$ cat src/rtl/periph_bus_pkg.sv
// Shared types and constants for the peripheral bus bridge and its address decoder.
package periph_bus_pkg;

   typedef enum logic [1:0] {
      ST_IDLE   = 2'd0,
      ST_ACCESS = 2'd1,
      ST_RESP   = 2'd2
   } bridge_state_t;

   typedef logic [2:0] sel_t;

   localparam sel_t SEL_NONE  = 3'b000;
   localparam sel_t SEL_RAM   = 3'b001;
   localparam sel_t SEL_GPIO  = 3'b010;
   localparam sel_t SEL_TIMER = 3'b100;

   localparam logic [31:0] DEF_RAM_BASE      = 32'h0000_0000;
   localparam int unsigned DEF_RAM_SIZE_LOG2 = 12;
   localparam logic [31:0] DEF_GPIO_BASE     = 32'h1000_0000;
   localparam logic [31:0] DEF_TIMER_BASE    = 32'h1000_0100;
   localparam int unsigned DEF_RAM_WAIT      = 1;

   // GPIO and Timer each occupy a 16-byte window.
   localparam logic [31:0] WIN16_MASK = 32'hFFFF_FFF0;

   // Mask that keeps only the address bits above a 2**size_log2 byte window.
   function automatic logic [31:0] window_mask(input int unsigned size_log2);
      window_mask = ~((32'h0000_0001 << size_log2) - 32'h0000_0001);
   endfunction

endpackage

$ cat src/rtl/periph_addr_decode.sv
// Combinational byte-address decoder: one-hot peripheral select plus
// misaligned/unmapped flags, shared by any bus master on this peripheral bus.
module periph_addr_decode
   import periph_bus_pkg::*;
#(
   parameter logic [31:0] RAM_BASE      = DEF_RAM_BASE,
   parameter int unsigned RAM_SIZE_LOG2 = DEF_RAM_SIZE_LOG2,
   parameter logic [31:0] GPIO_BASE     = DEF_GPIO_BASE,
   parameter logic [31:0] TIMER_BASE    = DEF_TIMER_BASE
) (
   input  logic [31:0] addr,
   output logic [2:0]  sel,
   output logic        misaligned,
   output logic        unmapped
);

   localparam logic [31:0] RAM_MASK = window_mask(RAM_SIZE_LOG2);

   logic ram_hit_s;
   logic gpio_hit_s;
   logic timer_hit_s;

   assign ram_hit_s   = ((addr & RAM_MASK) == (RAM_BASE & RAM_MASK));
   assign gpio_hit_s  = ((addr & WIN16_MASK) == (GPIO_BASE & WIN16_MASK));
   assign timer_hit_s = ((addr & WIN16_MASK) == (TIMER_BASE & WIN16_MASK));

   // Fixed priority RAM > GPIO > Timer keeps the select one-hot if windows overlap.
   always_comb begin
      sel = SEL_NONE;
      if (ram_hit_s) begin
         sel = SEL_RAM;
      end else if (gpio_hit_s) begin
         sel = SEL_GPIO;
      end else if (timer_hit_s) begin
         sel = SEL_TIMER;
      end else begin
         sel = SEL_NONE;
      end
   end

   assign misaligned = (addr[1:0] != 2'b00);
   assign unmapped   = (sel == SEL_NONE);

endmodule

$ cat src/rtl/periph_bus_bridge.sv
// Registered request/response bridge from the CPU memory stage to the RAM,
// GPIO and Timer peripherals; one access in flight, single-cycle response strobe.
module periph_bus_bridge
   import periph_bus_pkg::*;
#(
   parameter logic [31:0] RAM_BASE      = DEF_RAM_BASE,
   parameter int unsigned RAM_SIZE_LOG2 = DEF_RAM_SIZE_LOG2,
   parameter logic [31:0] GPIO_BASE     = DEF_GPIO_BASE,
   parameter logic [31:0] TIMER_BASE    = DEF_TIMER_BASE,
   parameter int unsigned RAM_WAIT      = DEF_RAM_WAIT
) (
   input  logic        clk,
   input  logic        rst,
   input  logic        req_valid,
   input  logic [31:0] req_addr,
   input  logic [31:0] req_wdata,
   input  logic        req_l_or_s,
   output logic        req_ready,
   output logic        rsp_valid,
   output logic [31:0] rsp_rdata,
   output logic        rsp_err,
   output logic        ram_sel,
   output logic        gpio_sel,
   output logic        timer_sel,
   output logic [31:0] bus_addr,
   output logic [31:0] bus_wdata,
   output logic        bus_w_r,
   input  logic [31:0] ram_rdata,
   input  logic [31:0] gpio_rdata,
   input  logic [31:0] timer_rdata
);

   localparam logic [3:0] RAM_WAIT_C = 4'(RAM_WAIT);

   bridge_state_t state_r;
   logic [2:0]    sel_r;
   logic [3:0]    wait_cnt_r;
   logic [2:0]    dec_sel_s;
   logic          dec_misaligned_s;
   logic          dec_unmapped_s;
   logic          dec_err_s;
   logic [31:0]   rd_mux_s;

   periph_addr_decode #(
      .RAM_BASE      (RAM_BASE),
      .RAM_SIZE_LOG2 (RAM_SIZE_LOG2),
      .GPIO_BASE     (GPIO_BASE),
      .TIMER_BASE    (TIMER_BASE)
   ) u_decode (
      .addr       (req_addr),
      .sel        (dec_sel_s),
      .misaligned (dec_misaligned_s),
      .unmapped   (dec_unmapped_s)
   );

   assign dec_err_s = dec_misaligned_s | dec_unmapped_s;

   // Read-data mux driven by the registered select, so only the active target is sampled.
   always_comb begin
      rd_mux_s = 32'h0000_0000;
      case (sel_r)
         SEL_RAM:   rd_mux_s = ram_rdata;
         SEL_GPIO:  rd_mux_s = gpio_rdata;
         SEL_TIMER: rd_mux_s = timer_rdata;
         default:   rd_mux_s = 32'h0000_0000;
      endcase
   end

   // Bridge FSM: request latch, wait counter, select drive and response capture.
   always_ff @(posedge clk or negedge rst) begin
      if (!rst) begin
         state_r    <= ST_IDLE;
         sel_r      <= SEL_NONE;
         wait_cnt_r <= 4'd0;
         req_ready  <= 1'b1;
         rsp_valid  <= 1'b0;
         rsp_err    <= 1'b0;
         rsp_rdata  <= 32'h0000_0000;
         bus_addr   <= 32'h0000_0000;
         bus_wdata  <= 32'h0000_0000;
         bus_w_r    <= 1'b1;
      end else begin
         case (state_r)
            ST_IDLE: begin
               if (req_valid) begin
                  bus_addr  <= req_addr;
                  bus_wdata <= req_wdata;
                  bus_w_r   <= req_l_or_s;
                  rsp_rdata <= 32'h0000_0000;
                  req_ready <= 1'b0;
                  if (dec_err_s) begin
                     // Bad address: answer immediately, never touch the bus.
                     state_r   <= ST_RESP;
                     rsp_valid <= 1'b1;
                     rsp_err   <= 1'b1;
                  end else begin
                     state_r    <= ST_ACCESS;
                     sel_r      <= dec_sel_s;
                     wait_cnt_r <= (req_l_or_s && (dec_sel_s == SEL_RAM)) ? RAM_WAIT_C : 4'd0;
                  end
               end else begin
                  req_ready <= 1'b1;
               end
            end
            ST_ACCESS: begin
               if (!bus_w_r || (wait_cnt_r == 4'd0)) begin
                  state_r   <= ST_RESP;
                  sel_r     <= SEL_NONE;
                  rsp_valid <= 1'b1;
                  rsp_err   <= 1'b0;
                  rsp_rdata <= bus_w_r ? rd_mux_s : 32'h0000_0000;
               end else begin
                  wait_cnt_r <= wait_cnt_r - 4'd1;
               end
            end
            ST_RESP: begin
               state_r   <= ST_IDLE;
               rsp_valid <= 1'b0;
               rsp_err   <= 1'b0;
               req_ready <= 1'b1;
            end
            default: begin
               state_r    <= ST_IDLE;
               sel_r      <= SEL_NONE;
               wait_cnt_r <= 4'd0;
               rsp_valid  <= 1'b0;
               rsp_err    <= 1'b0;
               req_ready  <= 1'b1;
            end
         endcase
      end
   end

   assign ram_sel   = sel_r[0];
   assign gpio_sel  = sel_r[1];
   assign timer_sel = sel_r[2];

endmodule

$ cat config.mk
export PLATFORM = sky130hd
export DESIGN_NAME = periph_bus_bridge
export DESIGN_NICKNAME = d
export VERILOG_FILES = /design/src/rtl/periph_bus_pkg.sv /design/src/rtl/periph_addr_decode.sv /design/src/rtl/periph_bus_bridge.sv
export SDC_FILE = /design/constraint.sdc
export NUM_CORES = 1
export LEC_CHECK = 0
export ABC_AREA = 1
export CAP_MARGIN = 15
export CORE_MARGIN = 2
export CORE_UTILIZATION = 53
export CTS_CLUSTER_DIAMETER = 50
export CTS_CLUSTER_SIZE = 20
export DETAILED_ROUTE_END_ITERATION = 10
export DONT_BUFFER_PORTS = 1
export PLACE_DENSITY = 0.68
export SYNTH_ARGS = -nofsm -noshare
export SYNTH_HDL_FRONTEND = slang
export SYNTH_SLANG_ARGS = --single-unit
$ cat constraint.sdc
create_clock -name clk -period 4.67 [get_ports clk]
set_input_delay 0.467 -clock clk [delete_from_list [all_inputs] [get_ports clk]]
set_output_delay 0.467 -clock clk [all_outputs]
set_load 0.02 [all_outputs]
==> run summary, run 1 <==
CP Max Fanout: 33
Largest net degree at the start of global routing: 110
Pleak: 0.002510 uW
EDFF count, synth: 0
Synth Register Bits: 109
Async set or reset register ratio after synthesis: 100.0%
Post-CTS setup repair buffer count: 0
Fin area: 5520 sq um
Clk pin slew, worst setup/hold paths: 0.10 ns
Max-cap check violation count: 0
Crit. Startpoint: wait_cnt_r[0]
CP required: 4.94 ns
Outcome: finished, final reports clean
Clk root buf: clkbuf_8
Worst IR Drop VDD: 328.0 uV
Syn_nets: 699
Most numerous cell in the Yosys netlist: dfrtp_1
GRT Overall Usage: 20.89%
Nets: 691
Post-synth top cells: dfrtp_1 (107), inv_1 (102), nand2_1 (71)
Max frequency: 0.3717 GHz
Rel. slew slack: 40.64%
Htree depth: 3
Final setup viols: 0
Ant. Diodes: 0
Crit path depth: 9
Synthesized area: 5207 sq um
Rows: 36
R2R Path Start: wait_cnt_r[0]
Max Buffers Root-to-Sink: 2
RSZ-0062 raised after global routing: false
Setup TNS: 0 ns
Power share of the combinational group: 18.1%
CP endpoint kind: flip-flop
CP Buf/Inv Count: 2
Vias in the first global route: 3448
Final Cycle Share: 57.61%
Routed vias/inst: 5.483
Slowest-stage cell, CP: nand4_4
Die Area: 10630 sq um
Crit path max-delay family: simple AND/OR/NAND/NOR gates
Multi-input gate area: 1973 sq um
Clk_lat worst skew: 0.36 ns
1st-pass router iterations: 6
R2r setup slk: 1.98 ns
Clock sink count: 109
Initial antenna violation count: 0
Power Density: 535.3 nW/um^2
Gpl congestion: 0.7955
First-pass GRT wire length: 17050 um
Final hold vios: 0
Num CTS Buffers: 9
Sw frac: 41.46%
Syn avg cell area: 9.770 sq um
Seq pwr share: 62.5%
Layout Area Growth over Synthesis: 6.007%
CTS tree: done
Yosys warning count: 0
Detailed Place HPWL: 8487 um
# DRC: 0
Critical-path cell list: inv_1 -> ha_1 -> nand3_1 -> nand2_1 -> nor2_1 -> nor3_4 -> buf_4 -> nand4_4 -> o22ai_2
CP endpoint: rsp_rdata[25]
Initial Utilization: 54.02%
PortBufs: 0
Cells after Synth: 533
Worst slew pin tran: 0.8872 ns
Final Slew Violations: 0
Min-Delay Path Class: in2async
Share of layout cells above drive strength 1: 19.09%
Reg2Reg Depth: 9
Setup Skew: 0.008981 ns
Number of distinct library cells after synthesis: 28
1st-iter DRT viols: 81
GRT overflow: 0
CP Class: reg2reg
Startpoint Class: flip-flop
WP data arrival: 2.96 ns
Crit-path max cell delay: 0.68 ns
Top-Level Pins: 267
Die span in x: 103.1 um
Remaining antenna violation count: 0
Clk network pwr share: 19.4%
Routed wire length per instance: 17.55 um
Top cells by area, synth: dfrtp_1 (51%), mux2_2 (8.2%), inv_1 (7.4%)
Seq/Total Area, Yosys: 52.43%
Yosys top cell by area: dfrtp_1
FF-to-FF End: rsp_rdata[25]
Area share of the largest cell type after synthesis: 51.42%
Tmin final: 2.691 ns
Register area: 2730 sq um
Cell-internal power: 1730 uW
WL final: 11620 um
Filler cells: 882
Sw Pwr: 1225 uW
Die H: 103.1 um
Main flop type after synthesis: dfrtp_1
Post-placement cell area: 5298 sq um
Routed vias: 3630
Core Area: 9639 sq um
[flip-flops by register name (all words and copies together) (netlist names)]
| register | cells |
|---|---|
| sel_r | 3 |
| req_ready | 1 |
| rsp_rdata | 32 |
| rsp_err | 1 |
| rsp_valid | 1 |
| bus_addr | 32 |
| bus_w_r | 1 |
| wait_cnt_r | 4 |
| state_r | 2 |
| bus_wdata | 32 |
[per-layer routing]
metal | share of wire [%] | vias up | global-route usage (%)
met3 | 8.0 | 22 | 5.627
li1 | - | 1739 | -
met5 | 0 | - | 0
met2 | 52 | 154 | 35.76
met1 | 38 | 1715 | 25.43
met4 | 1.8 | 0 | 7.591
[cell type report]
type	instances	area share, %
flip-flops and latches	109	49.46
repair buffers	6	1.179
clock buffers	9	2.244
inverters	104	7.072
multi-input cells	295	35.74
clock inverters	6	1.292
well taps	133	3.015
[kinds of logic (layout without fill, tap and decap cells)]
family,Yosys count,after routing,synth area share (%)
buffers and inverters,129,125,9.923
xor gates and xnor gates,1,1,0.1682
AOI/OAI and AO/OA,97,97,16.05
muxes,38,38,8.217
DFF,109,109,52.43
adders and majority gates,2,2,0.4805
and+or+nand+nor,157,157,12.73
[worst reg2reg max path, stage by stage, from the launching register on]
cell     delay [ns]
dfrtp_1        0.43
inv_1          0.12
ha_1           0.17
nand3_1        0.08
nand2_1        0.11
nor2_1         0.10
nor3_4         0.11
buf_4          0.47
nand4_4        0.69
o22ai_2        0.32
[metrics by stage]
stage          instances  total power (uW)  hold slack (ns)  worst slack (ns)  utilization, %
2_1_floorplan        533              2244           0.1714             3.068               -
3_3_place_gp         646              2363           0.1749             2.133           54.96
3_5_place_dp         646              2398           0.1745             2.005           54.96
4_1_cts              662              2992          0.04878             1.963           57.27
5_1_grt              662              3130          0.03448             1.740           57.27
6_report             662              2955          0.02297             1.979           57.27
[power by group through the flow]
stage                     logic, uW  registers (uW)  clock network (uW)
after detailed placement        527            1870                   0
final                           534            1850                 575
after global routing            613            1890                 626
after CTS                       544            1860                 592
after floorplan                 454            1790                   0
after global placement          498            1860                   0
[worst min path at each step]
stage	from	endpoint	slack, ns	cells past startpoint
floorplan	rst	bus_addr[0]	0.17	0
global route	rst	bus_addr[2]	0.03	1
CTS	rst	bus_addr[0]	0.05	1
finish	rst	rsp_rdata[17]	0.02	1
detailed placement	rst	rsp_rdata[8]	0.17	0
global placement	rst	rsp_rdata[8]	0.17	0
[layout by cell type (no fill, tap or decap), drive strengths merged, types with 2 or more instances in the layout]
cell and n:
clkinvlp 2, nor2 58, mux2 38, inv 106, nand2 73, buf 6, o22ai 33, dfrtp 107
o21ai 29, a21oi 2, nor3 4, nand4 3, nand3 17, ha 2, a221oi 32, dfstp 2
clkbuf 9
[timing repair]
item	CTS	global route
hold buffers	1	0
endpoints found under the hold margin	109	0
gates resized for setup	0	0
Power figures use the tool's default switching activity.
==> run 2: changes to the inputs <==
==> constraint.sdc (replaced) <==
create_clock -name clk -period 2.7 [get_ports clk]
set_input_delay 0.27 -clock clk [delete_from_list [all_inputs] [get_ports clk]]
set_output_delay 0.27 -clock clk [all_outputs]
set_load 0.02 [all_outputs]
==> run summary, run 2 (same netlist as run 1, synthesis figures left out) <==
Final setup viols: 0
Initial Utilization: 54.02%
Clk pin slew, worst setup/hold paths: 0.10 ns
Global routing met1 resource utilization: 24.10%
Global routing usage on met2: 35.51%
Power Density: 930.0 nW/um^2
Worst IR Drop VDD: 542.7 uV
Largest net degree at the start of global routing: 110
Die Area: 10630 sq um
Hold WS: -0.4089 ns
Routed vias: 3684
FF-to-FF End: rsp_rdata[22]
GRT overflow: 0
Fin area: 5518 sq um
Largest regs: bus_addr x32, bus_wdata x32, rsp_rdata x32
Pleak: 0.002513 uW
GRT Overall Usage: 20.40%
Post-Place Cells: 646
CTS tree: done
Num CTS Buffers: 9
Crit-path max cell delay: 0.55 ns
Core Area: 9639 sq um
Share of layout cells above drive strength 1: 18.90%
Worst slew pin tran: 0.6918 ns
Post-placement cell area: 5310 sq um
Detailed Place HPWL: 8550 um
PortBufs: 0
Die H: 103.1 um
1st-pass router iterations: 4
First-pass GRT wire length: 16800 um
Final hold vios: 109
1st-iter DRT viols: 133
Vias in the first global route: 3493
CP endpoint kind: flip-flop
Non-filler instance count after layout: 662
Clock sink count: 109
Setup Skew: 0.009766 ns
Final Cycle Share: 78.09%
Met3 Track Usage GR: 6.373%
CP Class: reg2reg
CP Max Fanout: 32
Max Buffers Root-to-Sink: 2
Layout Area Growth over Synthesis: 5.959%
Gpl congestion: 0.8840
CP required: 2.96 ns
Slowest-stage cell, CP: nand4_4
R2R Path Start: wait_cnt_r[0]
Rel. slew slack: 53.79%
Commonest non-fill, non-tap cell in the layout: dfrtp_1
RSZ-0062 raised after global routing: false
Htree depth: 3
Setup TNS: 0 ns
Nets: 690
Max frequency: 0.4743 GHz
Rows: 36
Final Slew Violations: 0
Failing checks: hold timing
R2r setup slk: 0.59 ns
WL final: 11500 um
Ant. Diodes: 0
Clk root buf: clkbuf_8
Top-Level Pins: 267
Clk_lat worst skew: 0.36 ns
Critical-path cell list: inv_1 -> ha_1 -> nand3_1 -> nand2_1 -> nor2_1 -> nor3_4 -> nand4_4 -> o22ai_2
Tmin final: 2.108 ns
Busiest layer in global routing: met2
# DRC: 0
Routed vias/inst: 5.565
Final Total Pwr: 5132 uW
WP data arrival: 2.37 ns
Initial antenna violation count: 0
Min-Delay Path Class: in2async
Max-cap check violation count: 0
Outcome: finished with violations
Remaining antenna violation count: 0
Startpoint Class: flip-flop
Most frequent cells in the layout: dfrtp_1 (107), inv_1 (102), nand2_1 (70), nor2_1 (57), mux2_2 (38)
Routed wire length per instance: 17.37 um
Die span in x: 103.1 um
Reg2Reg Depth: 8
run 2: cell types whose count changed in the layout (fill, tap and decap cells not counted):
| cell | previous run | this run |
|---|---|---|
| inv_8 | 0 | 1 |
| clkinvlp_4 | 2 | 1 |
| clkbuf_1 | 0 | 1 |
| buf_4 | 5 | 4 |
| inv_6 | 2 | 1 |
| clkbuf_8 | 9 | 10 |
| buf_16 | 1 | 0 |
| buf_12 | 0 | 1 |
run 2: per-stage QoR:
step	utilization, %	worst slack [ns]
4_1_cts	57.24	0.5668
3_3_place_gp	55.09	0.6656
5_1_grt	57.24	0.3687
6_report	57.24	0.5917
2_1_floorplan	-	1.098
3_5_place_dp	55.09	0.5787
run 2: layout make-up:
type / instances / area (sq um)
inverters: 104 / 390.4
fillers: 862 / 4121
repair buffers: 5 / 50.05
well taps: 133 / 166.4
flip-flops and latches: 109 / 2730
clock inverters: 5 / 66.31
multi-input cells: 295 / 1973
clock buffers: 11 / 141.4
run 2: worst max path at each step:
stage,from,to,slack (ns),cells after the start
CTS,wait_cnt_r[0],rsp_rdata[22],0.57,8
floorplan,sel_r[0],rsp_rdata[0],1.10,7
global route,wait_cnt_r[0],rsp_rdata[14],0.37,8
finish,wait_cnt_r[0],rsp_rdata[22],0.59,8
global placement,wait_cnt_r[0],rsp_rdata[31],0.67,8
detailed placement,wait_cnt_r[0],rsp_rdata[15],0.58,8
run 2: critical path, delay by kind of cell (launching register included):
kind | cells | cell delay [ns]
compound gates | 1 | 0.28
fa+ha+maj | 1 | 0.15
buf+inv | 1 | 0.12
flops | 1 | 0.42
simple gates | 5 | 1.02
run 2: layer usage:
| metal | vias to the layer above | part of all wire, % |
|---|---|---|
| li1 | 1730 | - |
| met1 | 1776 | 39 |
| met2 | 162 | 52 |
| met3 | 16 | 8.1 |
| met4 | 0 | 1.3 |
| met5 | - | 0 |
run 2: what timing repair did:
item	4_1_cts	5_1_grt
resized for setup	0	0
setup buffers	0	0
endpoints found under the hold margin	109	109
run 2: power by group:
| group | switching, uW | leakage [uW] | internal (uW) |
|---|---|---|---|
| Combinational | 497 | 0.00103 | 410 |
| Clock | 561 | 0.000102 | 467 |
| Sequential | 1040 | 0.00138 | 2150 |
| Total | 2100 | 0.00251 | 3030 |
